--- config.mk ---
export PLATFORM = sky130hd
export DESIGN_NAME = mem_scheduler_flat
export DESIGN_NICKNAME = d
export VERILOG_FILES = /design/src/rtl/mem_sched_pkg.sv /design/src/rtl/mem_sched_if.sv /design/src/rtl/mem_scheduler_id_alloc.sv /design/src/rtl/mem_scheduler.sv /design/src/flat_wrapper.sv
export SDC_FILE = /design/constraint.sdc
export NUM_CORES = 1
export LEC_CHECK = 0
export ABC_AREA = 1
export CORE_MARGIN = 4
export CORE_UTILIZATION = 40
export CTS_CLUSTER_DIAMETER = 120
export DETAILED_ROUTE_END_ITERATION = 7
export GPL_ROUTABILITY_DRIVEN = 1
export GPL_TIMING_DRIVEN = 1
export PLACE_DENSITY = 0.76
export SLEW_MARGIN = 0
export SYNTH_ARGS = -nofsm -noshare
export SYNTH_HDL_FRONTEND = slang
export SYNTH_HIERARCHICAL = 1
export SYNTH_SLANG_ARGS = --single-unit
export TNS_END_PERCENT = 20
--- constraint.sdc ---
create_clock -name clk -period 10.2 [get_ports clk]
set_clock_uncertainty 0.15 [all_clocks]
set_input_delay 2.04 -clock clk [delete_from_list [all_inputs] [get_ports clk]]
set_output_delay 2.04 -clock clk [all_outputs]
set_load 0.01 [all_outputs]
--- src/rtl/mem_sched_pkg.sv ---
// mem_sched_pkg: shared types and default sizes for the memory scheduler
package mem_sched_pkg;
  localparam int DEF_PA_WIDTH = 32;
  localparam int DEF_LINE_BYTES = 16;
  localparam int DEF_ID_WIDTH = 4;
  typedef enum logic {OWN_INSTR, OWN_DATA} owner_e;
  typedef struct packed {
    logic valid;
    owner_e owner;
    logic killed;
  } trk_entry_t;
  typedef struct packed {
    logic [DEF_PA_WIDTH-1:0] addr;
    logic [DEF_LINE_BYTES*8-1:0] data;
    logic write;
    logic [DEF_ID_WIDTH-1:0] id;
  } mem_req_t;
endpackage

--- src/rtl/mem_sched_if.sv ---
// mem_sched_if: requester, memory and status signals of the memory scheduler
interface mem_sched_if
  import mem_sched_pkg::*;
#(
  parameter int PA_WIDTH = DEF_PA_WIDTH,
  parameter int LINE_BYTES = DEF_LINE_BYTES,
  parameter int ID_WIDTH = DEF_ID_WIDTH
);
  logic i_instr_enable;
  logic [PA_WIDTH-1:0] i_instr_addr;
  logic i_instr_kill;
  logic i_data_enable;
  logic [PA_WIDTH-1:0] i_data_addr;
  logic [LINE_BYTES*8-1:0] i_data;
  logic i_data_write;
  logic i_mem_full;
  logic i_resp_enable;
  logic [ID_WIDTH-1:0] i_resp_id;
  logic i_instr_ack;
  logic i_data_ack;
  logic o_mem_enable;
  logic o_mem_write;
  logic [PA_WIDTH-1:0] o_mem_addr;
  logic [LINE_BYTES*8-1:0] o_mem_data;
  logic [ID_WIDTH-1:0] o_mem_id;
  logic o_mem_ack;
  logic o_instr_grant;
  logic o_data_grant;
  logic [ID_WIDTH-1:0] o_id_of_instr;
  logic [ID_WIDTH-1:0] o_id_of_data;
  logic [ID_WIDTH:0] o_outstanding;
  logic o_full;
  modport master (
    output i_instr_enable, i_instr_addr, i_instr_kill, i_data_enable, i_data_addr, i_data,
           i_data_write, i_mem_full, i_resp_enable, i_resp_id, i_instr_ack, i_data_ack,
    input  o_mem_enable, o_mem_write, o_mem_addr, o_mem_data, o_mem_id, o_mem_ack,
           o_instr_grant, o_data_grant, o_id_of_instr, o_id_of_data, o_outstanding, o_full
  );
  modport slave (
    input  i_instr_enable, i_instr_addr, i_instr_kill, i_data_enable, i_data_addr, i_data,
           i_data_write, i_mem_full, i_resp_enable, i_resp_id, i_instr_ack, i_data_ack,
    output o_mem_enable, o_mem_write, o_mem_addr, o_mem_data, o_mem_id, o_mem_ack,
           o_instr_grant, o_data_grant, o_id_of_instr, o_id_of_data, o_outstanding, o_full
  );
endinterface

--- src/rtl/mem_scheduler_id_alloc.sv ---
// id_alloc: response ID pool as a used bitmap with lowest-free pick, popcount and full flag
module id_alloc #(
  parameter int ID_WIDTH = 4
) (
  input  logic clk,
  input  logic rst,
  input  logic alloc,
  input  logic free,
  input  logic [ID_WIDTH-1:0] free_id,
  output logic [ID_WIDTH-1:0] alloc_id,
  output logic full,
  output logic [ID_WIDTH:0] count,
  output logic [2**ID_WIDTH-1:0] used
);
  localparam int N = 2**ID_WIDTH;
  // lowest free index and number of used IDs, both from the current bitmap
  always_comb begin
    alloc_id = '0;
    count = '0;
    for (int i = N - 1; i >= 0; i--) alloc_id = !used[i] ? ID_WIDTH'(i) : alloc_id;
    for (int i = 0; i < N; i++) count = count + (ID_WIDTH+1)'(used[i]);
  end
  assign full = &used;
  // a freed ID only becomes pickable the cycle after it is released
  always_ff @(posedge clk)
    if (rst) used <= '0;
    else used <= (used & ~(N'(free) << free_id)) | (N'(alloc) << alloc_id);
endmodule

--- src/rtl/mem_scheduler.sv ---
// mem_scheduler: starvation-free ime/dme arbiter with ID tracking; MEM_SCHED_PERF_EN adds perf counters
module mem_scheduler
  import mem_sched_pkg::*;
#(
  parameter int PA_WIDTH = DEF_PA_WIDTH,
  parameter int LINE_BYTES = DEF_LINE_BYTES,
  parameter int ID_WIDTH = DEF_ID_WIDTH,
  parameter int STARVE_LIMIT = 8
) (
  input logic clk,
  input logic rst,
  mem_sched_if.slave bus
`ifdef MEM_SCHED_PERF_EN
  ,
  output logic [31:0] o_perf_instr_grants,
  output logic [31:0] o_perf_data_grants,
  output logic [31:0] o_perf_full_cycles
`endif
);
  localparam int N = 2**ID_WIDTH;
  localparam int SW = $clog2(STARVE_LIMIT + 1);
  logic [N-1:0] used;
  logic [ID_WIDTH-1:0] alloc_id;
  logic full;
  logic [ID_WIDTH:0] count;
  owner_e owner_q [N];
  logic [N-1:0] killed_q;
  logic [SW-1:0] starve_q;
  logic force_i, instr_ok, data_ok, grant_i, grant_d, grant_rd, own_ack, retire;
  trk_entry_t rsp_trk;
  assign rsp_trk = '{valid: used[bus.i_resp_id], owner: owner_q[bus.i_resp_id], killed: killed_q[bus.i_resp_id]};
  // arbitration: data by default, instr once it has lost STARVE_LIMIT cycles in a row
  always_comb begin
    force_i = starve_q == SW'(STARVE_LIMIT);
    instr_ok = bus.i_instr_enable && !full;
    data_ok = bus.i_data_enable && (bus.i_data_write || !full);
    grant_i = !rst && !bus.i_mem_full && instr_ok && (force_i || !data_ok);
    grant_d = !rst && !bus.i_mem_full && data_ok && !grant_i;
    grant_rd = grant_i || (grant_d && !bus.i_data_write);
    own_ack = rsp_trk.owner == OWN_INSTR ? bus.i_instr_ack : bus.i_data_ack;
    retire = !rst && bus.i_resp_enable && rsp_trk.valid && (rsp_trk.killed || own_ack);
  end
  assign bus.o_instr_grant = grant_i;
  assign bus.o_data_grant = grant_d;
  assign bus.o_mem_ack = retire;
  assign bus.o_full = full;
  assign bus.o_outstanding = count;
  id_alloc #(.ID_WIDTH(ID_WIDTH)) u_id_alloc (
    .clk(clk),
    .rst(rst),
    .alloc(grant_rd),
    .free(retire),
    .free_id(bus.i_resp_id),
    .alloc_id(alloc_id),
    .full(full),
    .count(count),
    .used(used)
  );
  // registered issue, starvation counter and per-ID owner/killed tracking
  always_ff @(posedge clk)
    if (rst) begin
      starve_q <= '0;
      bus.o_mem_enable <= 1'b0;
      bus.o_mem_write <= 1'b0;
      bus.o_mem_addr <= '0;
      bus.o_mem_data <= '0;
      bus.o_mem_id <= '0;
      bus.o_id_of_instr <= '0;
      bus.o_id_of_data <= '0;
      killed_q <= '0;
    end else begin
      starve_q <= (!bus.i_instr_enable || grant_i) ? '0 : force_i ? starve_q : starve_q + SW'(1);
      bus.o_mem_enable <= grant_i || grant_d;
      bus.o_mem_write <= grant_d && bus.i_data_write;
      bus.o_mem_addr <= grant_i ? bus.i_instr_addr : grant_d ? bus.i_data_addr : '0;
      bus.o_mem_data <= (grant_d && bus.i_data_write) ? bus.i_data : '0;
      bus.o_mem_id <= grant_rd ? alloc_id : '0;
      if (grant_i) bus.o_id_of_instr <= alloc_id;
      if (grant_d && !bus.i_data_write) bus.o_id_of_data <= alloc_id;
      for (int j = 0; j < N; j++)
        if (bus.i_instr_kill && used[j] && owner_q[j] == OWN_INSTR) killed_q[j] <= 1'b1;
      if (grant_rd) begin
        owner_q[alloc_id] <= grant_i ? OWN_INSTR : OWN_DATA;
        killed_q[alloc_id] <= grant_i && bus.i_instr_kill;
      end
    end
`ifdef MEM_SCHED_PERF_EN
  // grant counts and cycles where a pending request is blocked by a full pool or memory
  always_ff @(posedge clk)
    if (rst) begin
      o_perf_instr_grants <= '0;
      o_perf_data_grants <= '0;
      o_perf_full_cycles <= '0;
    end else begin
      o_perf_instr_grants <= o_perf_instr_grants + 32'(grant_i);
      o_perf_data_grants <= o_perf_data_grants + 32'(grant_d);
      o_perf_full_cycles <= o_perf_full_cycles + 32'((bus.i_instr_enable || bus.i_data_enable) && !grant_i && !grant_d && (full || bus.i_mem_full));
    end
`endif
endmodule

--- src/flat_wrapper.sv ---
// flat-port wrapper written by rule: the top's interface ports become plain ports
module mem_scheduler_flat import mem_sched_pkg::*;
#(
  parameter int PA_WIDTH = DEF_PA_WIDTH,
  parameter int LINE_BYTES = DEF_LINE_BYTES,
  parameter int ID_WIDTH = DEF_ID_WIDTH,
  parameter int STARVE_LIMIT = 8
)
  (clk, rst, bus_i_instr_enable, bus_i_instr_addr, bus_i_instr_kill, bus_i_data_enable, bus_i_data_addr, bus_i_data, bus_i_data_write, bus_i_mem_full, bus_i_resp_enable, bus_i_resp_id, bus_i_instr_ack, bus_i_data_ack, bus_o_mem_enable, bus_o_mem_write, bus_o_mem_addr, bus_o_mem_data, bus_o_mem_id, bus_o_mem_ack, bus_o_instr_grant, bus_o_data_grant, bus_o_id_of_instr, bus_o_id_of_data, bus_o_outstanding, bus_o_full);
  mem_sched_if #(.PA_WIDTH(PA_WIDTH), .LINE_BYTES(LINE_BYTES), .ID_WIDTH(ID_WIDTH)) bus_i ();
  input logic clk;
  input logic rst;
  input wire logic [$bits(bus_i.i_instr_enable)-1:0] bus_i_instr_enable;
  input wire logic [$bits(bus_i.i_instr_addr)-1:0] bus_i_instr_addr;
  input wire logic [$bits(bus_i.i_instr_kill)-1:0] bus_i_instr_kill;
  input wire logic [$bits(bus_i.i_data_enable)-1:0] bus_i_data_enable;
  input wire logic [$bits(bus_i.i_data_addr)-1:0] bus_i_data_addr;
  input wire logic [$bits(bus_i.i_data)-1:0] bus_i_data;
  input wire logic [$bits(bus_i.i_data_write)-1:0] bus_i_data_write;
  input wire logic [$bits(bus_i.i_mem_full)-1:0] bus_i_mem_full;
  input wire logic [$bits(bus_i.i_resp_enable)-1:0] bus_i_resp_enable;
  input wire logic [$bits(bus_i.i_resp_id)-1:0] bus_i_resp_id;
  input wire logic [$bits(bus_i.i_instr_ack)-1:0] bus_i_instr_ack;
  input wire logic [$bits(bus_i.i_data_ack)-1:0] bus_i_data_ack;
  output wire logic [$bits(bus_i.o_mem_enable)-1:0] bus_o_mem_enable;
  output wire logic [$bits(bus_i.o_mem_write)-1:0] bus_o_mem_write;
  output wire logic [$bits(bus_i.o_mem_addr)-1:0] bus_o_mem_addr;
  output wire logic [$bits(bus_i.o_mem_data)-1:0] bus_o_mem_data;
  output wire logic [$bits(bus_i.o_mem_id)-1:0] bus_o_mem_id;
  output wire logic [$bits(bus_i.o_mem_ack)-1:0] bus_o_mem_ack;
  output wire logic [$bits(bus_i.o_instr_grant)-1:0] bus_o_instr_grant;
  output wire logic [$bits(bus_i.o_data_grant)-1:0] bus_o_data_grant;
  output wire logic [$bits(bus_i.o_id_of_instr)-1:0] bus_o_id_of_instr;
  output wire logic [$bits(bus_i.o_id_of_data)-1:0] bus_o_id_of_data;
  output wire logic [$bits(bus_i.o_outstanding)-1:0] bus_o_outstanding;
  output wire logic [$bits(bus_i.o_full)-1:0] bus_o_full;
  assign bus_i.i_instr_enable = bus_i_instr_enable;
  assign bus_i.i_instr_addr = bus_i_instr_addr;
  assign bus_i.i_instr_kill = bus_i_instr_kill;
  assign bus_i.i_data_enable = bus_i_data_enable;
  assign bus_i.i_data_addr = bus_i_data_addr;
  assign bus_i.i_data = bus_i_data;
  assign bus_i.i_data_write = bus_i_data_write;
  assign bus_i.i_mem_full = bus_i_mem_full;
  assign bus_i.i_resp_enable = bus_i_resp_enable;
  assign bus_i.i_resp_id = bus_i_resp_id;
  assign bus_i.i_instr_ack = bus_i_instr_ack;
  assign bus_i.i_data_ack = bus_i_data_ack;
  assign bus_o_mem_enable = bus_i.o_mem_enable;
  assign bus_o_mem_write = bus_i.o_mem_write;
  assign bus_o_mem_addr = bus_i.o_mem_addr;
  assign bus_o_mem_data = bus_i.o_mem_data;
  assign bus_o_mem_id = bus_i.o_mem_id;
  assign bus_o_mem_ack = bus_i.o_mem_ack;
  assign bus_o_instr_grant = bus_i.o_instr_grant;
  assign bus_o_data_grant = bus_i.o_data_grant;
  assign bus_o_id_of_instr = bus_i.o_id_of_instr;
  assign bus_o_id_of_data = bus_i.o_id_of_data;
  assign bus_o_outstanding = bus_i.o_outstanding;
  assign bus_o_full = bus_i.o_full;
  mem_scheduler #(.PA_WIDTH(PA_WIDTH), .LINE_BYTES(LINE_BYTES), .ID_WIDTH(ID_WIDTH), .STARVE_LIMIT(STARVE_LIMIT)) u_core (.clk(clk), .rst(rst), .bus(bus_i));
endmodule
# Yosys cells after proc, flatten, opt, wreduce, memory -nomap -nowiden
# Memory sizes are Yosys's and may differ from the RTL's.
# Index checks and enable logic that the tools add are counted.
# word_totals
ff_bits	210
latch_bits	0
mem_bits_rw	16
rom_bits	0
inputBits	206
output_inout_bits	183
wordCells	180
mem_count	1
# mem_list
memory	depth	word_bits	read_ports	rd_ports_with_merged_regs	wr	line_no	rtl
u_core.owner_q	16	1	17	0	1	mem_scheduler.sv:26	owner_e owner_q [N];
# classes
addsub	16
n_mul	0
n_div	0
magnitude_cmp	3
eq_ne	1
shifts	2
n_mux	63
n_bitwise	21
reduce_logical	63
# op_table
op	n
32-bit 2-to-1 mux	2
4-bit 2-to-1 mux	16
5-bit by 1-bit adder with 5-bit output	11
1-bit logical AND	46
1-bit 2-to-1 mux	40
1-bit by 4-bit left shift with 16-bit output	2
1-bit inverter	18
16-bit AND	1
16-bit bitwise mux	1
16-bit 2-to-1 mux	1
16-bit inverter	1
16-bit OR	1
16-bit AND reduction	1
4-bit by 5-bit < comparator with 1-bit output (second input constant)	2
1-bit binary-select mux with 4-bit select	2
1-bit logical NOT	7
1-bit logical OR	6
2-bit OR reduction	3
4-bit by 1-bit adder with 5-bit output	1
3-bit by 1-bit adder with 4-bit output	1
4-bit by 1-bit adder with 4-bit output (second input constant)	1
1-bit demux with 4-bit select	1
4-bit == test (second input constant)	1
4-bit by 1-bit >= comparator with 1-bit output (second input constant)	1
2 further kinds	2

# Logic depth before layout (Yosys ltp)
# Gate-level depths: netlist (run 1).
# logic_depth
ltp_word	22
ltp_mapped	25
mapped_depth_nobuf	24

# Modules after synthesis
# Netlist (run 1), hierarchy kept.
# modules_own_cells
mod	n_inst	cells_each	area_per_inst_um2	seq_area_each_um2
mem_scheduler	1	858	7303.3	4364.2
id_alloc	1	187	1325.0	320.3

# Worst setup path before layout (run 1)
# No wires, ideal clock.
# synth_path
path_type	reg-to-output
start	register u_core.u_id_alloc.used[0]
end	output port bus_o_outstanding[4]
arrival_time_ns	3.294
required_ns	8.010
path_slack_ns	4.716
stages_incl_launch_ff	11
path_buffers	0
cell_sequence	dfxtp_1 -> fa_1 -> inv_1 -> fa_1 -> fa_1 -> fa_1 -> inv_1 -> ha_1 -> inv_1 -> fa_1 -> o21ai_0
# synth_between
elab_chain_len	15
# synth_lines
element	line_no	rtl
start, declared	mem_scheduler_id_alloc.sv:13	output logic [2**ID_WIDTH-1:0] used
start signal, assigned	mem_scheduler_id_alloc.sv:27	else used <= (used & ~(N'(free) << free_id)) | (N'(alloc) << alloc_id);
1-bit by 1-bit adder with 2-bit output	mem_scheduler_id_alloc.sv:21	for (int i = 0; i < N; i++) count = count + (ID_WIDTH+1)'(used[i]);
2-bit by 1-bit adder with 3-bit output	mem_scheduler_id_alloc.sv:21	
3-bit by 1-bit adder with 4-bit output	mem_scheduler_id_alloc.sv:21	
4-bit by 1-bit adder with 5-bit output	mem_scheduler_id_alloc.sv:21	
5-bit by 1-bit adder with 5-bit output (11 in a row)	mem_scheduler_id_alloc.sv:21	
end, declared	flat_wrapper.sv:35	output wire logic [$bits(bus_i.o_outstanding)-1:0] bus_o_outstanding;
# Every way passes these cells.

# Worst setup path after layout (run 1)
# layout_path
start	input port bus_i_resp_id[0]
end	output port bus_o_mem_ack
# layout_between
elab_chain_len	4
word_cells_on_any_way	9
classes_between	5 x mux; 3 x reduce/logical; 1 x memory
# layout_lines
element	line_no	rtl
start, declared	flat_wrapper.sv:22	input wire logic [$bits(bus_i.i_resp_id)-1:0] bus_i_resp_id;
memory 16 x 1 bit or 1-bit binary-select mux with 4-bit select (tied branches)	n/a	
1-bit 2-to-1 mux (on tied branches)	mem_scheduler.sv:40, mem_scheduler.sv:31	
1-bit logical OR or 1-bit logical AND (tied branches)	mem_scheduler.sv:41	retire = !rst && bus.i_resp_enable && rsp_trk.valid && (rsp_trk.killed || own_ack);
1-bit logical AND *	mem_scheduler.sv:41	
end, declared	flat_wrapper.sv:30	output wire logic [$bits(bus_i.o_mem_ack)-1:0] bus_o_mem_ack;
# Mark *: on every way between the ends. The rest lies on a longest branch, timed or not. The select of a mux whose other input is x is not followed.

==> results of run 1 <==
==> how the worst max path moves through the flow <==
stage / start / to / slack (ns) / cells past startpoint
detailed placement: bus_i_resp_id[0] / bus_o_mem_ack / 2.96 / 12
global route: bus_i_resp_id[0] / bus_o_mem_ack / 2.62 / 12
finish: bus_i_resp_id[0] / bus_o_mem_ack / 2.88 / 12
global placement: bus_i_resp_id[0] / bus_o_mem_ack / 3.05 / 12
floorplan: u_core/u_id_alloc/used[0] / bus_o_outstanding[4] / 4.72 / 10
CTS: bus_i_resp_id[0] / bus_o_mem_ack / 2.96 / 12
==> through the flow <==
step	std cells	instance area [um2]	total power, mW	setup WS (ns)	util [%]
after floorplan	1045	8630	0.993	4.72	-
after global placement	1672	12600	1.12	3.05	59.9
after detailed placement	1672	12600	1.12	2.96	59.9
after CTS	1717	13500	2.03	2.96	63.9
after global routing	1725	13500	2.08	2.62	64.0
final	1725	13500	2.01	2.88	64.0
==> report_power, final <==
group	internal, mW	switching (mW)
logic	0.111	0.0762
registers	0.908	0.00616
clock network	0.551	0.354
==> synth_stat cells (4+ instances only) <==
library cell / instances / area, um2
fa_1: 10 / 200
inv_2: 9 / 33.8
nor3_1: 6 / 30.0
buf_2: 9 / 45.0
nand3_1: 65 / 325
dfxtp_1: 210 / 4200
clkbuf_1: 13 / 48.8
a31oi_1: 8 / 50.1
edfxtp_1: 16 / 480
inv_1: 215 / 807
nor2_1: 198 / 743
o211ai_1: 4 / 30.0
a21oi_1: 40 / 200
buf_6: 11 / 124
ha_1: 8 / 100
nand4_1: 7 / 43.8
nand2_1: 109 / 409
nand2_2: 4 / 25.0
o21ai_0: 45 / 225
a22o_1: 32 / 280
==> sequential cells by signal (all words and copies together), names as in the netlist <==
| signal | count |
|---|---|
| u_core/bus.o_mem_data | 128 |
| u_core/owner_q | 16 |
| u_core/bus.o_mem_addr | 32 |
| u_core/bus.o_id_of_instr | 4 |
| u_core/bus.o_mem_write | 1 |
| u_core/bus.o_id_of_data | 4 |
| u_core/killed_q | 16 |
| u_core/bus.o_mem_id | 4 |
| u_core/bus.o_mem_enable | 1 |
| u_core/u_id_alloc/used | 16 |
| u_core/starve_q | 4 |
==> area by class of cell <==
class	instances	area (um2)
Inverter	224	843
Tap cell	275	344
Clock buffer	36	737
Timing Repair Buffer	391	3910
Fill cell	1782	7590
Antenna cell	8	20.0
Sequential cell	226	4680
Clock inverter	9	103
Multi-Input combinational cell	556	2860
==> kinds of logic (layout without fill, tap and decap cells) <==
group,after synthesis,after routing,synth area share [%]
AO/OA/AOI/OAI,138,138,10.1
XOR/XNOR,3,3,0.305
adder cells (fa/ha/maj),18,18,3.48
buffers and inverters,263,660,12.7
flip-flops,226,226,54.3
other,0,8,0
AND/OR/NAND/NOR,397,397,19.2
==> worst min-delay path, delay by kind of cell, from the launching register on <==
kind             cells  cell delay (ns)
AND/OR/NAND/NOR      2             0.12
flip-flops           1             0.32
==> metal layers <==
layer	routed length (um)	vias up	GRT usage, %	share of wire, %
met4	1440	0	13.2	4.4
met3	3750	75	9.35	11
met1	11900	3677	29.9	36
li1	-	3967	-	-
met5	0	-	0	0
met2	15900	489	42.8	48
==> key figures, run 1 <==
Outcome
  – Status: completed

Die
  – Core area: 21,100 um2
  – Die height: 155 um
  – Site Rows: between 50 and 60
  – Die span in x: 155 um
  – Starting Density: 40.9%
  – Die area: 24,000 um2
  – I/O pins: between 300 and 400

Clocking
  – Cts bufs inserted: 25
  – Post_cts resized: 0
  – CTS tree: yes
  – H-tree depth: 1
  – Clock transition at path regs: 0.06 ns
  – Root Buffer: clkbuf_16
  – Cts hold-fix bufs: 0
  – Max Root-Sink Buffers: 3
  – Clock net sink count: 226
  – Setup bufs post-CTS: 0
  – Clk_lat worst skew: 0.51 ns

Setup path
  – Crit path capture type: output pin
  – CP Buf/Inv Count: 4
  – CP delay by family, top: buffers and inverters
  – Max incr delay on CP: 1.17 ns
  – Crit Path Class: primary input to output pin
  – R2R Setup Slk: approximately 5.3 ns
  – Critical Path Fanout Max: 32
  – Required @ worst endpoint: 8.01 ns
  – Reg2Reg Launch Point: u_core/u_id_alloc/used[6]
  – Critical Path Start Type: primary input
  – FF-to-FF End: u_core/bus.o_mem_data[114]
  – CP max stage cell: clkdlybuf4s50_1
  – CP cell instances: clkdlybuf4s50_1 > inv_1 > nand2_1 > nand3_1 > nand3_1 > nand3_1 > nand2_1 > nand2_1 > nand3_1 > nand2_1 > inv_1 > clkdlybuf4s50_1
  – R2R cell count: 15
  – Worst EP arrival: about 5 ns

Synthesis
  – Post-synth EDFFs: 16
  – Distinct cells, synth: 35
  – Mean Syn Cell Area: between 8 and 9 um2
  – Syn_nets: 1,269
  – Post-Syn Instances: ~1,000
  – Synth warn: 6
  – Synth async-reset ratio: 0%
  – Synth Cell Area: 8630 um2
  – Sequential element share of the synthesized area: between 50% and 60%
  – Yosys reg bits: 226
  – Main synth FF type: dfxtp_1

Hold path
  – Hold path start: u_core/bus.o_id_of_instr[0]
  – Hold Crit Depth: 2
  – Worst hold endpoint: u_core/bus.o_id_of_instr[0]
  – Worst Hold Class: flop to flop

GRT
  – Largest net degree at the start of global routing: 92
  – Initial antenna violation count: 8
  – GRT Util Overall: roughly a quarter
  – First-pass GRT wire length: a little under 50,000 um
  – Vias in the first global route: roughly 8,200
  – Gr ovfl total: 0

STA
  – Slew Viols, Final: 0
  – Final setup vio count: 0
  – Period Utilization, post-route: 71.7%
  – Slew HR: 23.4%
  – Min Hold Slack: 0.329 ns
  – RSZ-0062 raised after global routing: false
  – Setup TNS: 0 ns
  – Fmax: 137 MHz
  – Final hold vios: 0
  – Tmin final: 7.32 ns
  – Slew @ Worst Pin: 1.15 ns

Detailed routing
  – Per-cell routed wire length: 19.1 um
  – DR vias: just over 8,000
  – First-pass iteration count of the detailed router: 7
  – WL final: 32,900 um
  – Antenna-violating nets left: 0
  – DR vias/cell: 4.76
  – # DRC: 0
  – Initial DRC Count: 636

Run
  – Maxcap violations: 0

Power
  – Power per cell area: 149 nW/um2
  – Peak VDD IR: 0.130 mV
  – Leak: 5.97 nW

Place
  – Port bufs: 388
  – RD Place Congestion: 0.963
  – Post-DP HPWL: 25,600 um

Finish
  – Nets: around 1,600
  – Commonest cells after routing, fill and taps aside: 388 x clkdlybuf4s50_1, 215 x inv_1, 210 x dfxtp_1
  – Layout overhead on the synthesized area: 56.4%
  – Most common cell after layout, fill and taps aside: clkdlybuf4s50_1
  – Layout cells sized above 1: 4.92%
(Power assumes the default switching activity.)
==> run 2: changes to the inputs <==
--- a/config.mk
+++ b/config.mk
@@ -7,7 +7,7 @@
 export LEC_CHECK = 0
 export ABC_AREA = 1
 export CORE_MARGIN = 4
-export CORE_UTILIZATION = 40
+export CORE_UTILIZATION = 38
 export CTS_CLUSTER_DIAMETER = 120
 export DETAILED_ROUTE_END_ITERATION = 7
 export GPL_ROUTABILITY_DRIVEN = 1
==> constraint.sdc (replaced) <==
create_clock -name clk -period 6.1 [get_ports clk]
set_clock_uncertainty 0.15 [all_clocks]
set_input_delay 1.22 -clock clk [delete_from_list [all_inputs] [get_ports clk]]
set_output_delay 1.22 -clock clk [all_outputs]
set_load 0.01 [all_outputs]
==> key figures, run 2 (synthesis results as in run 1) <==
Detailed routing
  – Per-cell routed wire length: 18.8 um
  – Antenna-violating nets left: 0
  – Initial DRC Count: 668
  – DR vias/cell: around 4.8
  – DR vias: approximately 8,000
  – # DRC: 0
  – WL final: 32,600 um
  – First-pass iteration count of the detailed router: 5

Clocking
  – Post_cts resized: 0
  – Cts hold-fix bufs: 0
  – Cts bufs inserted: 25
  – CTS tree: yes
  – Setup bufs post-CTS: 0
  – Root Buffer: clkbuf_16
  – Clock transition at path regs: 0.06 ns
  – Clock net sink count: 226
  – H-tree depth: 1
  – Clk_lat worst skew: 0.52 ns
  – Max Root-Sink Buffers: 3

Setup path
  – Critical Path Start Type: flop
  – Crit Path Class: flop to output pin
  – Max incr delay on CP: 0.59 ns
  – Required @ worst endpoint: 4.73 ns
  – Most used cell, CP: fa_1
  – Crit path capture type: output pin
  – CP max stage cell: fa_1
  – Worst EP arrival: 4.43 ns
  – Critical Path Fanout Max: 8
  – CP cell instances: fa_1 > inv_1 > fa_1 > fa_1 > fa_1 > inv_1 > ha_1 > inv_1 > fa_1 > xnor2_1 > clkdlybuf4s50_1

Die
  – Starting Density: 39.1%
  – Site Rows: 54
  – Die span in x: 159 um
  – Die area: 25,200 um2
  – I/O pins: 389
  – Die height: 159 um
  – Core area: 22,100 um2

Power
  – Power per cell area: 245 nW/um2
  – Leak: 5.99 nW
  – Final Power: 3.32 mW
  – Peak VDD IR: just over 0.2 mV

GRT
  – GRT Util Overall: 23.9%
  – Vias in the first global route: 7,792
  – Initial antenna violation count: 11
  – First-pass GRT wire length: 45,400 um
  – Largest net degree at the start of global routing: 71
  – Gr ovfl total: 0

Place
  – Post-DP HPWL: 25,700 um
  – RD Place Congestion: 0.946
  – Port bufs: 388

STA
  – RSZ-0062 raised after global routing: false
  – Fmax: 172 MHz
  – Slew @ Worst Pin: roughly 0.84 ns
  – Period Utilization, post-route: 95.1%
  – Final hold vios: 0
  – Tmin final: 5.80 ns
  – Final setup vio count: 0
  – Slew Viols, Final: 0
  – Slew HR: between 40% and 50%
  – Setup TNS: 0 ns

Finish
  – Regs by FF count: u_core/bus.o_mem_data: 128 flops, u_core/bus.o_mem_addr: 32 flops
  – Commonest cells after routing, fill and taps aside: 388 x clkdlybuf4s50_1, 215 x inv_1, 210 x dfxtp_1
  – Nets: 1,655
  – Largest register FFs: 128
  – Biggest register: u_core/bus.o_mem_data
  – Layout cells sized above 1: 5.32%
  – Most common cell after layout, fill and taps aside: clkdlybuf4s50_1
  – Layout overhead on the synthesized area: 56.8%

Hold path
  – Worst Hold Class: flop to flop

Outcome
  – Status: completed

Run
  – Maxcap violations: 0
run 2: per-stage QoR:
stage                     util [%]  setup WS (ns)  cells  hold slack, ns  cell area (um2)
after floorplan                  -           1.44   1045           0.336             8630
final                         61.2          0.296   1734           0.320            13500
after detailed placement      57.5          0.796   1684           0.316            12700
after global placement        57.5          0.910   1684           0.307            12700
after global routing          61.2         0.0718   1733           0.358            13500
after CTS                     61.2          0.240   1728           0.326            13500
run 2: metal layers:
metal  track usage, %  routed length (um)  part of all wire (%)  up-vias
met5                0                   0                     0        -
met4             8.65                1100                   3.4        0
met3             7.64                3570                    11       64
met2             41.8               16300                    50      451
met1             27.4               11600                    36     3735
li1                 -                   -                     -     3988
run 2: layout make-up:
| type | count | area, um2 |
|---|---|---|
| clock inverter | 8 | 47.5 |
| sequential | 226 | 4680 |
| tap | 280 | 350 |
| antenna | 6 | 15.0 |
| timing repair buffer | 398 | 3960 |
| inverter | 224 | 843 |
| clock buffer | 36 | 771 |
| multi-input combinational | 556 | 2860 |
| fill | 1892 | 8570 |
run 2: power breakdown:
group          total [mW]  switching (mW)  internal, mW
clock                1.47           0.597         0.878
combinational       0.314           0.126         0.188
sequential           1.53         0.00949          1.52
run 2: path summary, 6_finish.rpt:
kind                               from                    endpoint  slack (ns)  cells after the start
max           u_core/u_id_alloc/used[0]        bus_o_outstanding[2]        0.30                     11
min reg2reg  u_core/bus.o_id_of_data[3]  u_core/bus.o_id_of_data[3]        0.32                      2
max reg2reg   u_core/u_id_alloc/used[6]   u_core/bus.o_mem_data[25]        2.11                     15
min          u_core/bus.o_id_of_data[3]  u_core/bus.o_id_of_data[3]        0.32                      2
run 2: critical path: cells and delay by family (launching register included):
family / cells / cell delay [ns]
adder cells (fa/ha/maj): 6 / 2.59
buffers and inverters: 4 / 0.73
flip-flops: 1 / 0.41
XOR/XNOR: 1 / 0.18
